## src/rtl/uart_alu_ctrl_pkg.sv

```systemverilog
// alu_pkg: opcode encodings, FSM state type and opcode check shared by the ALU sequencer.
package alu_pkg;
  localparam int NB_OP = 6;
  localparam logic [NB_OP-1:0] OP_ADD = 6'b100000;
  localparam logic [NB_OP-1:0] OP_SUB = 6'b100010;
  localparam logic [NB_OP-1:0] OP_AND = 6'b100100;
  localparam logic [NB_OP-1:0] OP_OR  = 6'b100101;
  localparam logic [NB_OP-1:0] OP_XOR = 6'b100110;
  localparam logic [NB_OP-1:0] OP_NOR = 6'b100111;
  localparam logic [NB_OP-1:0] OP_SRA = 6'b000011;
  localparam logic [NB_OP-1:0] OP_SRL = 6'b000010;
  typedef enum logic [2:0] {ST_WAIT_A, ST_WAIT_B, ST_WAIT_OP, ST_EXEC, ST_WAIT_TX} state_e;
  function automatic logic op_valid(input logic [NB_OP-1:0] op);
    return op inside {OP_ADD, OP_SUB, OP_AND, OP_OR, OP_XOR, OP_NOR, OP_SRA, OP_SRL};
  endfunction
endpackage

```

## src/rtl/uart_alu_ctrl_if.sv

```systemverilog
// uart_alu_ctrl_if: UART RX/TX and ALU signals seen by the sequencer (master) and its environment (slave).
interface uart_alu_ctrl_if #(parameter int NB_DATA = 8) ();
  import alu_pkg::*;
  logic [NB_DATA-1:0] i_rx_data;
  logic               i_rx_valid;
  logic [NB_DATA-1:0] i_alu_result;
  logic               i_tx_done;
  logic [NB_DATA-1:0] o_alu_a;
  logic [NB_DATA-1:0] o_alu_b;
  logic [NB_OP-1:0]   o_alu_op;
  logic [NB_DATA-1:0] o_tx_data;
  logic               o_tx_start;
  logic               o_ready;
  logic               o_op_err;
  logic               o_timeout;
  logic               o_overrun;
  modport master (
    input  i_rx_data, i_rx_valid, i_alu_result, i_tx_done,
    output o_alu_a, o_alu_b, o_alu_op, o_tx_data, o_tx_start, o_ready, o_op_err, o_timeout, o_overrun
  );
  modport slave (
    output i_rx_data, i_rx_valid, i_alu_result, i_tx_done,
    input  o_alu_a, o_alu_b, o_alu_op, o_tx_data, o_tx_start, o_ready, o_op_err, o_timeout, o_overrun
  );
endinterface

```

## src/rtl/uart_alu_ctrl_frame_timeout_counter.sv

```systemverilog
// frame_timeout_counter: counts idle cycles inside a frame, flags expiry at TIMEOUT_CYCLES-1.
module frame_timeout_counter #(
  parameter int TIMEOUT_CYCLES = 1000000
) (
  input  logic i_clk,
  input  logic i_reset,
  input  logic i_clear,
  input  logic i_enable,
  output logic o_expire
);
  localparam int NB_CNT = $clog2(TIMEOUT_CYCLES);
  logic [NB_CNT-1:0] cnt_q;
  always_ff @(posedge i_clk or posedge i_reset)
    if (i_reset) cnt_q <= '0;
    else if (i_clear) cnt_q <= '0;
    else if (i_enable) cnt_q <= cnt_q + 1'b1;
  assign o_expire = i_enable && (cnt_q == NB_CNT'(TIMEOUT_CYCLES - 1));
endmodule

```

## src/rtl/uart_alu_ctrl.sv

```systemverilog
// uart_alu_ctrl: collects A/B/opcode bytes from UART RX, drives the ALU and hands the result to UART TX.
module uart_alu_ctrl
  import alu_pkg::*;
#(
  parameter int NB_DATA        = 8,
  parameter int F_CLOCK        = 100000000,
  parameter int TIMEOUT_CYCLES = F_CLOCK / 100
) (
  input logic             i_clk,
  input logic             i_reset,
  uart_alu_ctrl_if.master bus
);
  state_e             state_q, state_d;
  logic [NB_DATA-1:0] a_q, a_d, b_q, b_d, tx_q, tx_d;
  logic [NB_OP-1:0]   op_q, op_d;
  logic               start_q, start_d, err_q, err_d, to_q, to_d, ovr_q, ovr_d, settle_q, settle_d;
  logic               waiting, expire, clr;
  assign waiting = state_q inside {ST_WAIT_B, ST_WAIT_OP};
  assign clr     = !waiting || bus.i_rx_valid || expire;
  frame_timeout_counter #(.TIMEOUT_CYCLES(TIMEOUT_CYCLES)) u_timeout (
    .i_clk   (i_clk),
    .i_reset (i_reset),
    .i_clear (clr),
    .i_enable(waiting),
    .o_expire(expire)
  );
  always_comb begin
    state_d  = state_q;
    a_d      = a_q;
    b_d      = b_q;
    op_d     = op_q;
    tx_d     = tx_q;
    start_d  = 1'b0;
    err_d    = 1'b0;
    to_d     = 1'b0;
    ovr_d    = 1'b0;
    settle_d = 1'b0;
    case (state_q)
      ST_WAIT_A: if (bus.i_rx_valid) begin
        a_d     = bus.i_rx_data;
        state_d = ST_WAIT_B;
      end
      ST_WAIT_B: if (bus.i_rx_valid) begin
        b_d     = bus.i_rx_data;
        state_d = ST_WAIT_OP;
      end else if (expire) begin
        to_d    = 1'b1;
        state_d = ST_WAIT_A;
      end
      ST_WAIT_OP: if (bus.i_rx_valid) begin
        if (op_valid(bus.i_rx_data[NB_OP-1:0])) begin
          op_d    = bus.i_rx_data[NB_OP-1:0];
          state_d = ST_EXEC;
        end else begin
          err_d   = 1'b1;
          state_d = ST_WAIT_A;
        end
      end else if (expire) begin
        to_d    = 1'b1;
        state_d = ST_WAIT_A;
      end
      // first EXEC cycle lets the ALU settle; the second captures and launches TX
      ST_EXEC: begin
        ovr_d    = bus.i_rx_valid;
        settle_d = !settle_q;
        if (settle_q) begin
          tx_d    = bus.i_alu_result;
          start_d = 1'b1;
          state_d = ST_WAIT_TX;
        end
      end
      ST_WAIT_TX: begin
        ovr_d   = bus.i_rx_valid;
        state_d = bus.i_tx_done ? ST_WAIT_A : ST_WAIT_TX;
      end
      default: state_d = ST_WAIT_A;
    endcase
  end
  always_ff @(posedge i_clk or posedge i_reset)
    if (i_reset) begin
      state_q  <= ST_WAIT_A;
      a_q      <= '0;
      b_q      <= '0;
      op_q     <= '0;
      tx_q     <= '0;
      start_q  <= 1'b0;
      err_q    <= 1'b0;
      to_q     <= 1'b0;
      ovr_q    <= 1'b0;
      settle_q <= 1'b0;
    end else begin
      state_q  <= state_d;
      a_q      <= a_d;
      b_q      <= b_d;
      op_q     <= op_d;
      tx_q     <= tx_d;
      start_q  <= start_d;
      err_q    <= err_d;
      to_q     <= to_d;
      ovr_q    <= ovr_d;
      settle_q <= settle_d;
    end
  assign bus.o_alu_a    = a_q;
  assign bus.o_alu_b    = b_q;
  assign bus.o_alu_op   = op_q;
  assign bus.o_tx_data  = tx_q;
  assign bus.o_tx_start = start_q;
  assign bus.o_ready    = state_q inside {ST_WAIT_A, ST_WAIT_B, ST_WAIT_OP};
  assign bus.o_op_err   = err_q;
  assign bus.o_timeout  = to_q;
  assign bus.o_overrun  = ovr_q;
endmodule

```

## src/flat_wrapper.sv

```systemverilog
// flat-port wrapper written by rule: the top's interface ports become plain ports
module uart_alu_ctrl_flat import alu_pkg::*;
#(
  parameter int NB_DATA        = 8,
  parameter int F_CLOCK        = 100000000,
  parameter int TIMEOUT_CYCLES = F_CLOCK / 100
)
  (i_clk, i_reset, bus_i_rx_data, bus_i_rx_valid, bus_i_alu_result, bus_i_tx_done, bus_o_alu_a, bus_o_alu_b, bus_o_alu_op, bus_o_tx_data, bus_o_tx_start, bus_o_ready, bus_o_op_err, bus_o_timeout, bus_o_overrun);
  uart_alu_ctrl_if #(.NB_DATA(NB_DATA)) bus_i ();
  input logic i_clk;
  input logic i_reset;
  input wire logic [$bits(bus_i.i_rx_data)-1:0] bus_i_rx_data;
  input wire logic [$bits(bus_i.i_rx_valid)-1:0] bus_i_rx_valid;
  input wire logic [$bits(bus_i.i_alu_result)-1:0] bus_i_alu_result;
  input wire logic [$bits(bus_i.i_tx_done)-1:0] bus_i_tx_done;
  output wire logic [$bits(bus_i.o_alu_a)-1:0] bus_o_alu_a;
  output wire logic [$bits(bus_i.o_alu_b)-1:0] bus_o_alu_b;
  output wire logic [$bits(bus_i.o_alu_op)-1:0] bus_o_alu_op;
  output wire logic [$bits(bus_i.o_tx_data)-1:0] bus_o_tx_data;
  output wire logic [$bits(bus_i.o_tx_start)-1:0] bus_o_tx_start;
  output wire logic [$bits(bus_i.o_ready)-1:0] bus_o_ready;
  output wire logic [$bits(bus_i.o_op_err)-1:0] bus_o_op_err;
  output wire logic [$bits(bus_i.o_timeout)-1:0] bus_o_timeout;
  output wire logic [$bits(bus_i.o_overrun)-1:0] bus_o_overrun;
  assign bus_i.i_rx_data = bus_i_rx_data;
  assign bus_i.i_rx_valid = bus_i_rx_valid;
  assign bus_i.i_alu_result = bus_i_alu_result;
  assign bus_i.i_tx_done = bus_i_tx_done;
  assign bus_o_alu_a = bus_i.o_alu_a;
  assign bus_o_alu_b = bus_i.o_alu_b;
  assign bus_o_alu_op = bus_i.o_alu_op;
  assign bus_o_tx_data = bus_i.o_tx_data;
  assign bus_o_tx_start = bus_i.o_tx_start;
  assign bus_o_ready = bus_i.o_ready;
  assign bus_o_op_err = bus_i.o_op_err;
  assign bus_o_timeout = bus_i.o_timeout;
  assign bus_o_overrun = bus_i.o_overrun;
  uart_alu_ctrl #(.NB_DATA(NB_DATA), .F_CLOCK(F_CLOCK), .TIMEOUT_CYCLES(TIMEOUT_CYCLES)) u_core (.i_clk(i_clk), .i_reset(i_reset), .bus(bus_i));
endmodule
```

## config.mk

```make
export PLATFORM = sky130hd
export DESIGN_NAME = uart_alu_ctrl_flat
export DESIGN_NICKNAME = d
export VERILOG_FILES = /design/src/rtl/uart_alu_ctrl_pkg.sv /design/src/rtl/uart_alu_ctrl_if.sv /design/src/rtl/uart_alu_ctrl_frame_timeout_counter.sv /design/src/rtl/uart_alu_ctrl.sv /design/src/flat_wrapper.sv
export SDC_FILE = /design/constraint.sdc
export NUM_CORES = 1
export LEC_CHECK = 0
export BUFFER_PORTS_ARGS = -buffer_cell sky130_fd_sc_hd__clkbuf_2
export CAP_MARGIN = 20
export CORE_MARGIN = 5
export CORE_UTILIZATION = 50
export DETAILED_ROUTE_END_ITERATION = 16
export GPL_TIMING_DRIVEN = 1
export HOLD_SLACK_MARGIN = 0.05
export PLACE_DENSITY_LB_ADDON = 0.1
export SYNTH_ARGS = -nofsm -noshare
export SYNTH_HDL_FRONTEND = slang
export SYNTH_SLANG_ARGS = --single-unit
```

## constraint.sdc

```tcl
create_clock -name i_clk -period 3 [get_ports i_clk]
set_input_delay 0.15 -clock i_clk [delete_from_list [all_inputs] [get_ports i_clk]]
set_output_delay 0.15 -clock i_clk [all_outputs]
set_load 0.05 [all_outputs]
```

# ---- Word level (Yosys, flattened, before mapping)
# Cells that the tools add are included.
dict set report word_totals {
  register_bits 58
  input_bits 20
  out_inout_bits 35
  elab_cells 64
}
dict set report op_classes {
  addsub 1
  n_eq_ne 15
  n_mux 20
  n_reduce_logical 17
}
# operator count
set ops {}
lappend ops {{$mux 20} 2}
lappend ops {{$eq 6x6->1 const B} 6}
lappend ops {{$add 20x1->20 const B} 1}
lappend ops {{$eq 20x20->1 const B} 1}
lappend ops {{$mux 3} 6}
lappend ops {{$pmux 3 s5} 1}
lappend ops {{$eq 6x2->1 const B} 2}
lappend ops {{$mux 1} 10}
lappend ops {{$reduce_and 2->1} 4}
lappend ops {{$reduce_bool 8->1} 1}
lappend ops {{$eq 3x2->1 const B} 2}
lappend ops {{$reduce_bool 2->1} 2}
lappend ops {{$reduce_or 2->1} 2}
lappend ops {{$eq 3x1->1 const B} 1}
lappend ops {{$eq 3x3->1 const B} 1}
lappend ops {{$logic_not 3->1} 1}
lappend ops {{$reduce_and 3->1} 1}
lappend ops {{$reduce_bool 3->1} 1}
lappend ops {{$logic_not 1->1} 2}
lappend ops {{$logic_or 1x1->1} 2}
lappend ops {{$mux 2} 1}
lappend ops {{$ne 2x1->1 const B} 1}
lappend ops {{$ne 2x2->1 const B} 1}
lappend ops {{$logic_and 1x1->1} 1}

# ---- Depth between registers and ports, before layout
dict set report depth {
  ltp_word 6
  ltp_mapped 6
  ltp_nobuf 5
}

# ---- Modules after synthesis
# A second synthesis with hierarchy kept.
dict set report hier_totals {
  cells_unflattened 218
  area_unflattened_um2 2595.0
}
# mod instances cells_each area_per_inst_um2 seq_area_each_um2
set by_module_without_submodules {}
lappend by_module_without_submodules {uart_alu_ctrl 1 107 1537.7 950.9}
lappend by_module_without_submodules {frame_timeout_counter 1 111 1057.3 500.5}

# ---- Least setup slack after synthesis
# Ideal clock, no wire load.
dict set report synth_timing {
  path_kind {reg-to-reg}
  start {reg u_core.u_timeout.cnt_q[0]}
  end {reg u_core.u_timeout.cnt_q[18]}
  arrival_ps 1612
  required_time_ps 2905
  path_slack_ps 1293
  stages_incl_launch_ff 6
  n_path_buf 0
  path_cell_list {dfrtp_1 -> ha_1 -> nand4_1 -> nor4_1 -> mux2i_1 -> nor4b_2}
}
dict set report synth_between {
  elab_chain_cells 4
}
# element line
set synth_rtl {}
lappend synth_rtl {{start: declaration} uart_alu_ctrl_frame_timeout_counter.sv:12} ;# logic [NB_CNT-1:0] cnt_q;
lappend synth_rtl {{start signal: assignment} uart_alu_ctrl_frame_timeout_counter.sv:16} ;# else if (i_enable) cnt_q <= cnt_q + 1'b1;
lappend synth_rtl {{branches (longest 4 deep; another with $add 20x1->20)} n/a}
# Parallel ways; which one is timed is not known. The select of a mux whose other input is x is not followed.
# A chain may end at the register's enable or synchronous reset.

# ---- Worst setup path in the final report
dict set report layout_timing {
  start {reg u_core.state_q[0]}
  end {reg u_core.b_q[3] (netlist: u_core.bus.o_alu_b[3])}
}
dict set report layout_between {
  elab_chain_cells 2
}
# element line
set layout_rtl {}
lappend layout_rtl {{start: declaration} uart_alu_ctrl.sv:13} ;# state_e state_q, state_d;
lappend layout_rtl {{start signal: assignment} uart_alu_ctrl.sv:92} ;# state_q <= state_d;
lappend layout_rtl {{$eq 3x1->1} uart_alu_ctrl.sv:38} ;# case (state_q)
lappend layout_rtl {{$reduce_and 2->1 (no source line)} n/a}
lappend layout_rtl {{end signal: assignment} uart_alu_ctrl.sv:83} ;# b_q <= '0;
lappend layout_rtl {{end signal: assignment} uart_alu_ctrl.sv:94} ;# b_q <= b_d;
lappend layout_rtl {{end: declaration} uart_alu_ctrl.sv:14} ;# logic [NB_DATA-1:0] a_q, a_d, b_q, b_d, tx_q, tx_d;
# Every way passes these cells.

==> out/qor.csv <==
stage;metric;value;unit
outcome;status;finished, final reports clean;
synthesis;synth top area cells;dfrtp_1, mux2_2, nor2_1, xnor2_1, nor4b_2;
critical_path;Worst Path Required;3.21;ns
critical_path;critical-path maximum fanout;8;
cts;CTS clk-pin slew, worst paths;0.06;ns
critical_path;crit path from;u_core.state_q[0];
finish;share of cells above drive strength 1;37.59;%
routing;post-DR vias/cell;5.211;
pwr;Total Power;0.003277;W
synthesis;area leader, netlist;dfrtp_1;
critical_path;element type at the critical path end;flip-flop;
pwr;Power per Cell Area;1016;nW/um2
routing;DR pass1 iterations;4;
die;FP Rows;26;
routing;DRC marker count from the first detailed-route iteration;89;
timing;Final WS setup;1.041;ns
cts;clk sinks;58;
synthesis;Syn Nets;238;
pwr;Sequential Power Share;35.3;%
job;Max-cap violations;0;
synthesis;Synth Area per Inst;11.96;um2
critical_path;Data arrival, critical path;2.17;ns
synthesis;warnings from Yosys;0;
global_route;vias in the first global route;1899;
die;Core ar.;5075;um2
cts;H-tree levels;3;
synthesis;sequential share of the synthesized area;55.93;%
routing;Total Wirelength;5.309;mm
routing;DR WL/cell;14.75;um
timing;Slew @ Worst Pin;0.9255;ns
synthesis;Gate Count Post-Synth;217;
global_route;first-pass GRT wire length;9.121;mm
die;Top Ports;55;
pwr;Pint;0.001815;W
routing;# DRC;0;
global_route;Global Route Usage Sum;17.95;%
min_path;HP Start;bus_i_rx_data[7];
critical_path;Worst Setup Start Kind;flip-flop;
synthesis;Yosys top cell area share;55.93;%
die;starting density of the core;51.13;%
place;hpwl dp;3.738;mm
timing;final setup violation count;0;
global_route;antenna violations before repair;0;
place;Post-Place Worst Slack;1.023;ns
min_path;Min-Delay Path Class;primary input to flip-flop;
pwr;leak pwr;1.445;nW
timing;skew final;0.005147;ns
finish;Area Overhead vs Synth;24.25;%
cts;Num CTS Buffers;9;
finish;# diodes;0;
place;Final GP Congestion;0.8404;
critical_path;crit path kind;flip-flop to flip-flop;
cts;Worst-Skew Late Latency;0.33;ns
pwr;clock share of power;22.3;%
pwr;Logic pwr share;42.4;%
pwr;peak supply drop;0.0007679;V
cts;CTS tree;done;
timing;Peak Freq;510.5;MHz
timing;Final period util;65.30;%
cts;maximum clock path buffer count;2;
timing;final worst path period need;1.959;ns
synthesis;#FFs+latches synth;58;
timing;Pins Over Slew Limit;0;
synthesis;Mapped Area;2595;um2
pwr;Sw Ratio;44.62;%
cts;cts repair resizes;0;
pwr;Psw;0.001462;W
timing;Fin. Hold Viols;0;
die;DIE AREA;6731;um2
place;PortBufs;54;
timing;RSZ-0062 raised after global routing;false;
die;DIE HEIGHT;82.04;um
finish;NumNets Final;306;
routing;post-route ant nets;0;
die;DIE WIDTH;82.04;um
synthesis;Yosys cell types;40;
cts;Root Driver;clkbuf_8;
timing;final setup TNS;0;ns
routing;Via Count;1876;
global_route;largest net degree at the start of global routing;37;
timing;Slew headroom;38.14;%
global_route;gr ovfl total;0;
critical_path;Crit Reg-Reg Startpoint;u_core.state_q[0];
stage by stage:
| step | std cells | instance area, um2 | hold WS (ns) | utilization [%] |
|---|---|---|---|---|
| final | 360 | 3224 | 0.07433 | 63.54 |
| after global routing | 360 | 3224 | 0.06804 | 63.54 |
| after CTS | 360 | 3224 | 0.05910 | 63.54 |
| after detailed placement | 335 | 2930 | 0.3010 | 57.74 |
| after global placement | 335 | 2930 | 0.3047 | 57.74 |
| after floorplan | 217 | 2595 | 0.3006 | - |
power groups by stage:
stage / Sequential [W] / Combinational (W) / Clock, W
finish: 0.00116 / 0.00139 / 0.000731
global route: 0.00119 / 0.00147 / 0.000790
CTS: 0.00116 / 0.00141 / 0.000752
detailed placement: 0.00116 / 0.00140 / 0
global placement: 0.00116 / 0.00139 / 0
floorplan: 0.00183 / 0.000418 / 0
cell usage after synthesis:
| library cell | count |
|---|---|
| nor4b_1 | 2 |
| mux2i_1 | 1 |
| a22oi_1 | 1 |
| ha_1 | 1 |
| nor4b_2 | 3 |
| and3b_1 | 1 |
| nand4_2 | 1 |
| or4_1 | 2 |
| or2_1 | 2 |
| or4b_1 | 1 |
| a2bb2oi_1 | 1 |
| buf_2 | 6 |
| nor4_1 | 6 |
| xnor2_1 | 9 |
| mux2_2 | 28 |
| nor2b_1 | 4 |
| nor3_1 | 6 |
| nand4_1 | 6 |
| or3_2 | 1 |
| xor2_1 | 5 |
| o41ai_1 | 1 |
| dfrtp_1 | 58 |
| a21oi_1 | 7 |
| o21ai_0 | 2 |
| nand2b_1 | 1 |
| and4_1 | 1 |
| nand4b_1 | 2 |
| inv_1 | 4 |
| o31ai_1 | 2 |
| nor4_4 | 1 |
| a311oi_1 | 2 |
| and3_1 | 2 |
| a211o_1 | 1 |
| nand3b_1 | 1 |
| nand3_1 | 7 |
| nor2_1 | 21 |
| clkbuf_2 | 3 |
| o21ai_2 | 1 |
| or3_1 | 3 |
| nand2_1 | 10 |
flip-flops by register name, summed over array words and instances (netlist names):
name	flops
u_core.u_timeout.cnt_q	20
u_core.bus.o_overrun	1
u_core.bus.o_alu_op	6
u_core.settle_q	1
u_core.bus.o_op_err	1
u_core.bus.o_alu_a	8
u_core.state_q	3
u_core.bus.o_alu_b	8
u_core.bus.o_tx_data	8
u_core.bus.o_tx_start	1
u_core.bus.o_timeout	1
routing by layer:
| layer | global-route usage, % | part of all wire, % | vias to the layer above |
|---|---|---|---|
| met4 | 8.970 | 1.2 | 0 |
| li1 | - | - | 922 |
| met2 | 26.25 | 48 | 41 |
| met3 | 4.496 | 4.9 | 6 |
| met1 | 24.70 | 46 | 907 |
| met5 | 0 | 0 | - |
cell type report:
cell class              count  area [um2]
clock inverters             5       52.55
repair buffers             66       382.9
clock buffers              11       151.4
fillers                   440        1851
well taps                  70       87.58
multi-input cells         146        1084
inverters                   4       15.01
flip-flops and latches     58        1451
final timing paths:
check	slack, ns	endpoint	cells past startpoint
max	1.04	u_core.bus.o_alu_b[3]	3
min	0.07	u_core.bus.o_alu_a[7]	2
max reg2reg	1.04	u_core.bus.o_alu_b[3]	3
min reg2reg	0.49	u_core.settle_q	1
max in group asynchronous	1.84	u_core.u_timeout.cnt_q[17]	4
min in group asynchronous	0.49	u_core.u_timeout.cnt_q[3]	3
repair_timing:
action                    CTS  global route
setup buffers               0             0
hold endpoints to repair   42             0
hold buffers                9             0
cells by family (layout without fill, tap and decap cells):
kind of cell | Yosys count | in the layout | synth area share, %
mux | 29 | 29 | 12.54
flops | 58 | 58 | 55.93
fa+ha+maj | 1 | 1 | 0.4821
compound gates | 18 | 18 | 4.629
buf+inv | 13 | 86 | 2.314
xor+xnor | 14 | 14 | 4.725
simple gates | 84 | 84 | 19.38
placed cells by master, fill, tap and decap left out, drive strengths merged, types with 9 or more instances in the layout:
cell type    count
clkbuf          65
xnor2            9
mux2            28
nor2            21
dfrtp           58
nand2           10
dlygate4sd3      9
critical path, stage by stage (launching register included):
cell and delay [ns]:
dfrtp_1 0.49, inv_1 0.15, nor4b_2 0.79, mux2_2 0.41
(Power assumes the default switching activity.)
